<file path="config.mk">
export PLATFORM = sky130hd
export DESIGN_NAME = rggen_register_host_arbiter
export DESIGN_NICKNAME = d
export VERILOG_FILES = /design/src/rtl/rggen_rtl_pkg.sv /design/src/rtl/rggen_round_robin_arbiter.sv /design/src/rtl/rggen_register_host_arbiter.sv
export SDC_FILE = /design/constraint.sdc
export NUM_CORES = 1
export LEC_CHECK = 0
export ABC_AREA = 1
export CORE_MARGIN = 3
export CORE_UTILIZATION = 37
export DETAILED_ROUTE_END_ITERATION = 7
export MAX_ROUTING_LAYER = met4
export PLACE_DENSITY_LB_ADDON = 0.12
export SLEW_MARGIN = 20
export SYNTH_ARGS = -nofsm -noshare
export SYNTH_HDL_FRONTEND = slang
export SYNTH_SLANG_ARGS = --single-unit
export TNS_END_PERCENT = 5
</file>
<file path="constraint.sdc">
create_clock -name i_clk -period 1.4 [get_ports i_clk]
set_clock_uncertainty 0.05 [all_clocks]
set_input_delay 0.14 -clock i_clk [delete_from_list [all_inputs] [get_ports i_clk]]
set_output_delay 0.14 -clock i_clk [all_outputs]
set_load 0.02 [all_outputs]
</file>
<file path="src/rtl/rggen_rtl_pkg.sv">
// rtl/rggen_rtl_pkg.sv - shared register-bus types and helpers
// Contents:
//   rggen_status        : register-bus response status encoding
//   rggen_arbiter_state : host arbiter state encoding
//   rggen_clog2_min1    : index/counter width helper that never returns 0
package rggen_rtl_pkg;

  typedef enum logic [1:0] {
    RGGEN_OKAY         = 2'b00,
    RGGEN_EXOKAY       = 2'b01,
    RGGEN_SLAVE_ERROR  = 2'b10,
    RGGEN_DECODE_ERROR = 2'b11
  } rggen_status;

  typedef enum logic [1:0] {
    IDLE     = 2'b00,
    ACCESS   = 2'b01,
    RESPONSE = 2'b10
  } rggen_arbiter_state;

  // Width needed to hold values 0..value-1, never less than one bit.
  function automatic int rggen_clog2_min1(input int value);
    return (value > 1) ? $clog2(value) : 1;
  endfunction

endpackage

</file>
<file path="src/rtl/rggen_round_robin_arbiter.sv">
// rtl/rggen_round_robin_arbiter.sv - round-robin request arbiter with registered priority pointer
// Ports:
//   i_clk, i_rst_n : clock, synchronous active-low reset
//   i_request      : request vector, one bit per requester
//   i_advance      : take the current winner; pointer moves past it
//   o_grant        : one-hot winner (first request at or after the pointer, wrapping)
//   o_pointer      : current highest-priority requester index
module rggen_round_robin_arbiter
  import rggen_rtl_pkg::*;
#(
  parameter int HOSTS         = 2,
  parameter int POINTER_WIDTH = rggen_clog2_min1(HOSTS)
)(
  input  logic                     i_clk,
  input  logic                     i_rst_n,
  input  logic [HOSTS-1:0]         i_request,
  input  logic                     i_advance,
  output logic [HOSTS-1:0]         o_grant,
  output logic [POINTER_WIDTH-1:0] o_pointer
);

  logic [POINTER_WIDTH-1:0] winner;
  logic                     found;
  int                       distance;
  int                       best;

  // The winner is the requester with the smallest forward distance from the
  // pointer, which is the same as scanning upward from the pointer and wrapping.
  always_comb begin
    winner   = '0;
    found    = 1'b0;
    best     = HOSTS;
    distance = 0;
    for (int h = 0; h < HOSTS; h++) begin
      distance = h - int'(o_pointer);
      if (distance < 0) begin
        distance = distance + HOSTS;
      end
      if (i_request[h] && (distance < best)) begin
        best   = distance;
        winner = POINTER_WIDTH'(h);
        found  = 1'b1;
      end
    end
    o_grant = '0;
    if (found) begin
      o_grant[winner] = 1'b1;
    end
  end

  always_ff @(posedge i_clk) begin
    if (!i_rst_n) begin
      o_pointer <= '0;
    end else if (i_advance && found) begin
      o_pointer <= (winner == POINTER_WIDTH'(HOSTS - 1)) ? '0 : winner + 1'b1;
    end
  end

endmodule

</file>
<file path="src/rtl/rggen_register_host_arbiter.sv">
// rtl/rggen_register_host_arbiter.sv - shares one register-bus host port between several requesters
// Ports:
//   i_clk, i_rst_n                       : clock, synchronous active-low reset
//   i_valid, i_address, i_write,
//   i_write_data, i_strobe               : packed per-requester request, slice h is requester h
//   o_ready, o_status, o_read_data       : packed per-requester response, one-cycle pulse
//   o_bus_valid .. o_bus_strobe          : registered downstream request
//   i_bus_ready, i_bus_status,
//   i_bus_read_data                      : downstream response
module rggen_register_host_arbiter
  import rggen_rtl_pkg::*;
#(
  parameter int HOSTS          = 2,
  parameter int ADDRESS_WIDTH  = 16,
  parameter int BUS_WIDTH      = 32,
  parameter int TIMEOUT_CYCLES = 0
)(
  input  logic                            i_clk,
  input  logic                            i_rst_n,
  input  logic [HOSTS-1:0]                i_valid,
  input  logic [HOSTS*ADDRESS_WIDTH-1:0]  i_address,
  input  logic [HOSTS-1:0]                i_write,
  input  logic [HOSTS*BUS_WIDTH-1:0]      i_write_data,
  input  logic [HOSTS*BUS_WIDTH/8-1:0]    i_strobe,
  output logic [HOSTS-1:0]                o_ready,
  output logic [HOSTS*2-1:0]              o_status,
  output logic [HOSTS*BUS_WIDTH-1:0]      o_read_data,
  output logic                            o_bus_valid,
  output logic [ADDRESS_WIDTH-1:0]        o_bus_address,
  output logic                            o_bus_write,
  output logic [BUS_WIDTH-1:0]            o_bus_write_data,
  output logic [BUS_WIDTH/8-1:0]          o_bus_strobe,
  input  logic                            i_bus_ready,
  input  logic [1:0]                      i_bus_status,
  input  logic [BUS_WIDTH-1:0]            i_bus_read_data
);

  localparam int STROBE_WIDTH  = BUS_WIDTH / 8;
  localparam int INDEX_WIDTH   = rggen_clog2_min1(HOSTS);
  localparam int COUNTER_WIDTH = rggen_clog2_min1(TIMEOUT_CYCLES + 1);
  localparam int TIMEOUT_LIMIT = (TIMEOUT_CYCLES > 0) ? TIMEOUT_CYCLES - 1 : 0;
  localparam logic [COUNTER_WIDTH-1:0] TIMEOUT_LAST = COUNTER_WIDTH'(TIMEOUT_LIMIT);

  rggen_arbiter_state               state;
  logic [HOSTS-1:0]                 grant;
  logic [INDEX_WIDTH-1:0]           grant_index;
  logic [INDEX_WIDTH-1:0]           winner_index;
  logic [ADDRESS_WIDTH-1:0]         winner_address;
  logic                             winner_write;
  logic [BUS_WIDTH-1:0]             winner_write_data;
  logic [STROBE_WIDTH-1:0]          winner_strobe;
  logic [COUNTER_WIDTH-1:0]         timeout_count;
  logic                             request_start;
  logic                             timeout_hit;
  logic                             access_done;
  logic [1:0]                       response_status;
  logic [BUS_WIDTH-1:0]             response_data;
  logic [HOSTS-1:0]                 response_ready;
  logic [HOSTS*2-1:0]               response_status_vec;
  logic [HOSTS*BUS_WIDTH-1:0]       response_data_vec;

  // Arbitration only happens from IDLE, so the pointer moves once per access.
  assign request_start = (state == IDLE) && (|i_valid);

  rggen_round_robin_arbiter #(
    .HOSTS (HOSTS)
  ) u_arbiter (
    .i_clk     (i_clk),
    .i_rst_n   (i_rst_n),
    .i_request (i_valid),
    .i_advance (request_start),
    .o_grant   (grant),
    .o_pointer ()
  );

  // Multiplex the winning requester's payload using the one-hot grant.
  always_comb begin
    winner_index      = '0;
    winner_address    = '0;
    winner_write      = 1'b0;
    winner_write_data = '0;
    winner_strobe     = '0;
    for (int h = 0; h < HOSTS; h++) begin
      if (grant[h]) begin
        winner_index      = INDEX_WIDTH'(h);
        winner_address    = i_address[h*ADDRESS_WIDTH +: ADDRESS_WIDTH];
        winner_write      = i_write[h];
        winner_write_data = i_write_data[h*BUS_WIDTH +: BUS_WIDTH];
        winner_strobe     = i_strobe[h*STROBE_WIDTH +: STROBE_WIDTH];
      end
    end
  end

  // A real bus response in the last allowed cycle beats the timeout.
  assign timeout_hit = (TIMEOUT_CYCLES > 0) && (timeout_count == TIMEOUT_LAST) && !i_bus_ready;
  assign access_done = (state == ACCESS) && (i_bus_ready || timeout_hit);

  always_comb begin
    response_status     = i_bus_ready ? i_bus_status : RGGEN_SLAVE_ERROR;
    response_data       = i_bus_ready ? i_bus_read_data : '0;
    response_ready      = '0;
    response_status_vec = '0;
    response_data_vec   = '0;
    for (int h = 0; h < HOSTS; h++) begin
      if (grant_index == INDEX_WIDTH'(h)) begin
        response_ready[h]                        = 1'b1;
        response_status_vec[2*h +: 2]            = response_status;
        response_data_vec[h*BUS_WIDTH +: BUS_WIDTH] = response_data;
      end
    end
  end

  always_ff @(posedge i_clk) begin
    if (!i_rst_n) begin
      state            <= IDLE;
      grant_index      <= '0;
      timeout_count    <= '0;
      o_ready          <= '0;
      o_status         <= '0;
      o_read_data      <= '0;
      o_bus_valid      <= 1'b0;
      o_bus_address    <= '0;
      o_bus_write      <= 1'b0;
      o_bus_write_data <= '0;
      o_bus_strobe     <= '0;
    end else begin
      case (state)
        IDLE: begin
          if (request_start) begin
            state            <= ACCESS;
            grant_index      <= winner_index;
            o_bus_valid      <= 1'b1;
            o_bus_address    <= winner_address;
            o_bus_write      <= winner_write;
            o_bus_write_data <= winner_write_data;
            o_bus_strobe     <= winner_strobe;
          end
        end
        ACCESS: begin
          if (access_done) begin
            state         <= RESPONSE;
            timeout_count <= '0;
            o_bus_valid   <= 1'b0;
            o_ready       <= response_ready;
            o_status      <= response_status_vec;
            o_read_data   <= response_data_vec;
          end else if (TIMEOUT_CYCLES > 0) begin
            timeout_count <= timeout_count + 1'b1;
          end
        end
        RESPONSE: begin
          state       <= IDLE;
          o_ready     <= '0;
          o_status    <= '0;
          o_read_data <= '0;
        end
        default: begin
          state <= IDLE;
        end
      endcase
    end
  end

endmodule

</file>
==> metrics.txt <==
Cell Area, Synth=5537 sq um; Final Cycle Share=95.84%; Synth Area in Adders=0%; proportion of synthesized area in mux cells=0%; Top Family by Delay on Critical Path=simple AND/OR/NAND/NOR gates; DRC Markers=0; Yosys reg bits=approximately 130; combinational share of power=~22%; Simple-Gate Fraction of Synth Area=between 40 and 50%; synth warn=0; CTS root buf=clkbuf_16; Die Height=128.3 um; status=finished clean; Worst R2R Path Depth=7; largest family of logic cells by synthesized area=simple AND/OR/NAND/NOR gates; Sink Count=roughly 130; synthesized instance count=just over 800; startpoint types=flip-flop; Filler Cells Inserted=~1.4k; fmax=around 750 MHz; Nets=between 1k and 1.5k; Max H-tree Level=4; sequential power share=a little under two fifths; antenna cells=0; CP Capture Type=flip-flop; Hold-fix buffers, CTS=0; WL met1=approximately 8.2 mm; Design Power=about 11 mW; first-pass GRT wire length=about 29 mm; syn avg cell area=6.852 sq um; crit-path max FO=38; Synth Net Count=~950; Worst-path clk slew=approximately 60 ps; crit path time final=1342 ps; Clock Tree Buf Depth=2; Arrival @ worst endpoint=1590 ps; Crit-path slowest cell=dfxtp_2; Die Area=16470 sq um; drt total wl=around 19 mm; WL met3=1.395 mm; vias per inst=between 4 and 5; 1st-iter DRT viols=between 300 and 400; Fin Hold WS=about 240 ps; Wirelength per Cell=between 15 and 20 um; Hold Path Class=in2reg; first-pass iteration count of the detailed router=5; worst-path cell chain=nor2_4 > nand2_2 > buf_12 > nand2_1 > nand2_1 > nor2_1 > nor2_1; Hold Vio Cnt, Final=0; PwrDens=1155 nW/um^2; Req. time, crit path=1650 ps; xor-xnor portion of the synthesized cell area=0%; highest routed layer=met4; Sw Share=around 28%; core area=14590 sq um; Final Setup Violations=0; Slew @ Worst Pin=around 300 ps; hold path depth=4; Synth cell types=17; peak supply drop=around 0.74 mV; largest net degree at the start of global routing=56; Site Rows=44; Ports=roughly 270; antenna violations before repair=0; Routed Antenna Nets=0; RSZ-0062 raised after global routing=yes; Core Util, Final=roughly 63%; cell count along the critical path=7; routed vias=around 6.3k; vias in the first global route=between 5k and 6k; Seq/Total Area, Yosys=a little under half; Bufs and invs on worst path=1; Final HPWL DP=around 13 mm; Max-slew headroom=80.13%; Buffers on Ports=around 270; Setup CP Type=reg2reg; Area Growth Syn to Fin=66.69%; Static Leakage=4.251 nW; GR Overflow Total=0; Die W=~130 um; Initial Utilization=37.95%; Routability Congestion=about 0.8; WL met2=roughly 9.3 mm; TritonCTS Buffers=17; Synth Area in Compound Gates=under 10%; TritonCTS clock tree=done; Max Slew Vio Count=0; power share of the clock group=between 40% and 50%; Total GRT Usage=22.63%; P_int=about 7.6 mW; Max stage delay on crit path=around 340 ps; Net Sw Power=between 3 and 4 mW; layout cells sized above 1=8.564%; MaxCap Viol Count=0; insertion delay to the later sink of the worst-skew pair=a little over 400 ps
[logic make-up after synthesis]
group | Yosys count
and+or+nand+nor | 530
DFF | 128
AOI/OAI and AO/OA | 75
buffers and inverters | 75
[power by group through the flow]
stage / Clock, mW / Combinational, mW / Sequential (mW)
6_report: 4.38 / 2.34 / 3.94
5_1_grt: 4.67 / 2.52 / 3.96
4_1_cts: 4.47 / 2.24 / 3.94
3_5_place_dp: 0 / 2.35 / 4.02
3_3_place_gp: 0 / 2.35 / 4.02
2_1_floorplan: 0 / 0.901 / 4.26
[synthesized netlist by cell type]
master	instances	area, sq um
a21oi_1	74	370.4
buf_2	30	150.1
buf_4	4	30.03
clkbuf_1	33	123.9
clkinv_1	1	3.750
dfxtp_1	128	2562
inv_1	6	22.52
inv_2	1	3.750
nand2_1	218	818.3
nand2_2	2	12.51
nand3_1	90	450.4
nand4_1	53	331.6
nor2_1	162	608.1
nor2_2	2	12.51
nor2_4	2	22.52
nor3_1	1	5.000
o21ai_2	1	8.760
[flip-flops by register name, indices dropped and copies added (netlist names)]
name,cells
o_bus_write_data,32
o_bus_valid,1
o_bus_strobe,4
u_arbiter.o_pointer,1
o_bus_write,1
grant_index,1
state,2
o_status,4
o_ready,2
o_bus_address,16
o_read_data,64
[final timing paths]
check / from / end / slack [ps]
setup / recovery: state[0]$_SDFFE_PN0P_ / o_bus_write_data[30]$_SDFFE_PN0P_ / 60
hold / removal: i_valid[1] / grant_index$_SDFFE_PN0P_ / 240
setup reg to reg: state[0]$_SDFFE_PN0P_ / o_bus_write_data[30]$_SDFFE_PN0P_ / 60
hold reg to reg: o_read_data[41]$_SDFFE_PN0P_ / o_read_data[41]$_SDFFE_PN0P_ / 410
[through the flow]
step                setup TNS, ps  worst slack [ps]  std cells  instance area (sq um)
floorplan                       0             107.8        808                   5537
global placement            -9127            -140.4       1229                   8637
detailed placement         -10210            -169.3       1229                   8637
CTS                        -12.34            -12.34       1261                   9072
global route               -240.1            -40.86       1270                   9229
finish                          0             58.21       1270                   9229
[routing by layer]
layer | global-route usage [%] | vias to the layer above
li1 | - | 3190
met1 | 29.07 | 2909
met2 | 35.55 | 198
met3 | 5.750 | 16
met4 | 6.055 | 0
met5 | - | -
[area by class of cell]
type	instances	area [sq um]	share of cell area, %
timing repair buffer	313	3153	34.16
multi-input combinational	605	2658	28.80
sequential	128	2567	27.82
clock buffer	19	452.9	4.908
tap	184	230.2	2.495
clock inverter	13	136.4	1.478
inverter	8	31.28	0.3389
[placed cells by master (no fill, tap or decap), types with 2 or more instances in the layout]
cell	n
inv_6	2
nand2_2	4
buf_6	2
clkbuf_16	20
a21oi_1	74
bufinv_16	2
nor2_2	4
nand3_1	90
clkinvlp_4	4
clkinv_2	5
nor2_4	2
dlygate4sd2_1	124
dfxtp_1	126
buf_12	17
buf_4	22
clkbuf_8	2
inv_1	5
nand2_1	216
nor2_1	160
clkdlybuf4s50_1	143
nand4_1	53
[timing repair]
item,CTS,global route
setup endpoints to repair,125,98
gates cloned,0,3
pin swaps,0,2
endpoints found under the hold margin,0,0
buffers inserted,0,6
gates resized for setup,125,8
[worst min-delay path: stages]
cell and delay, ps:
buf_2 120, buf_12 190, nand3_1 130, a21oi_1 70
Power figures use the tool's default switching activity.
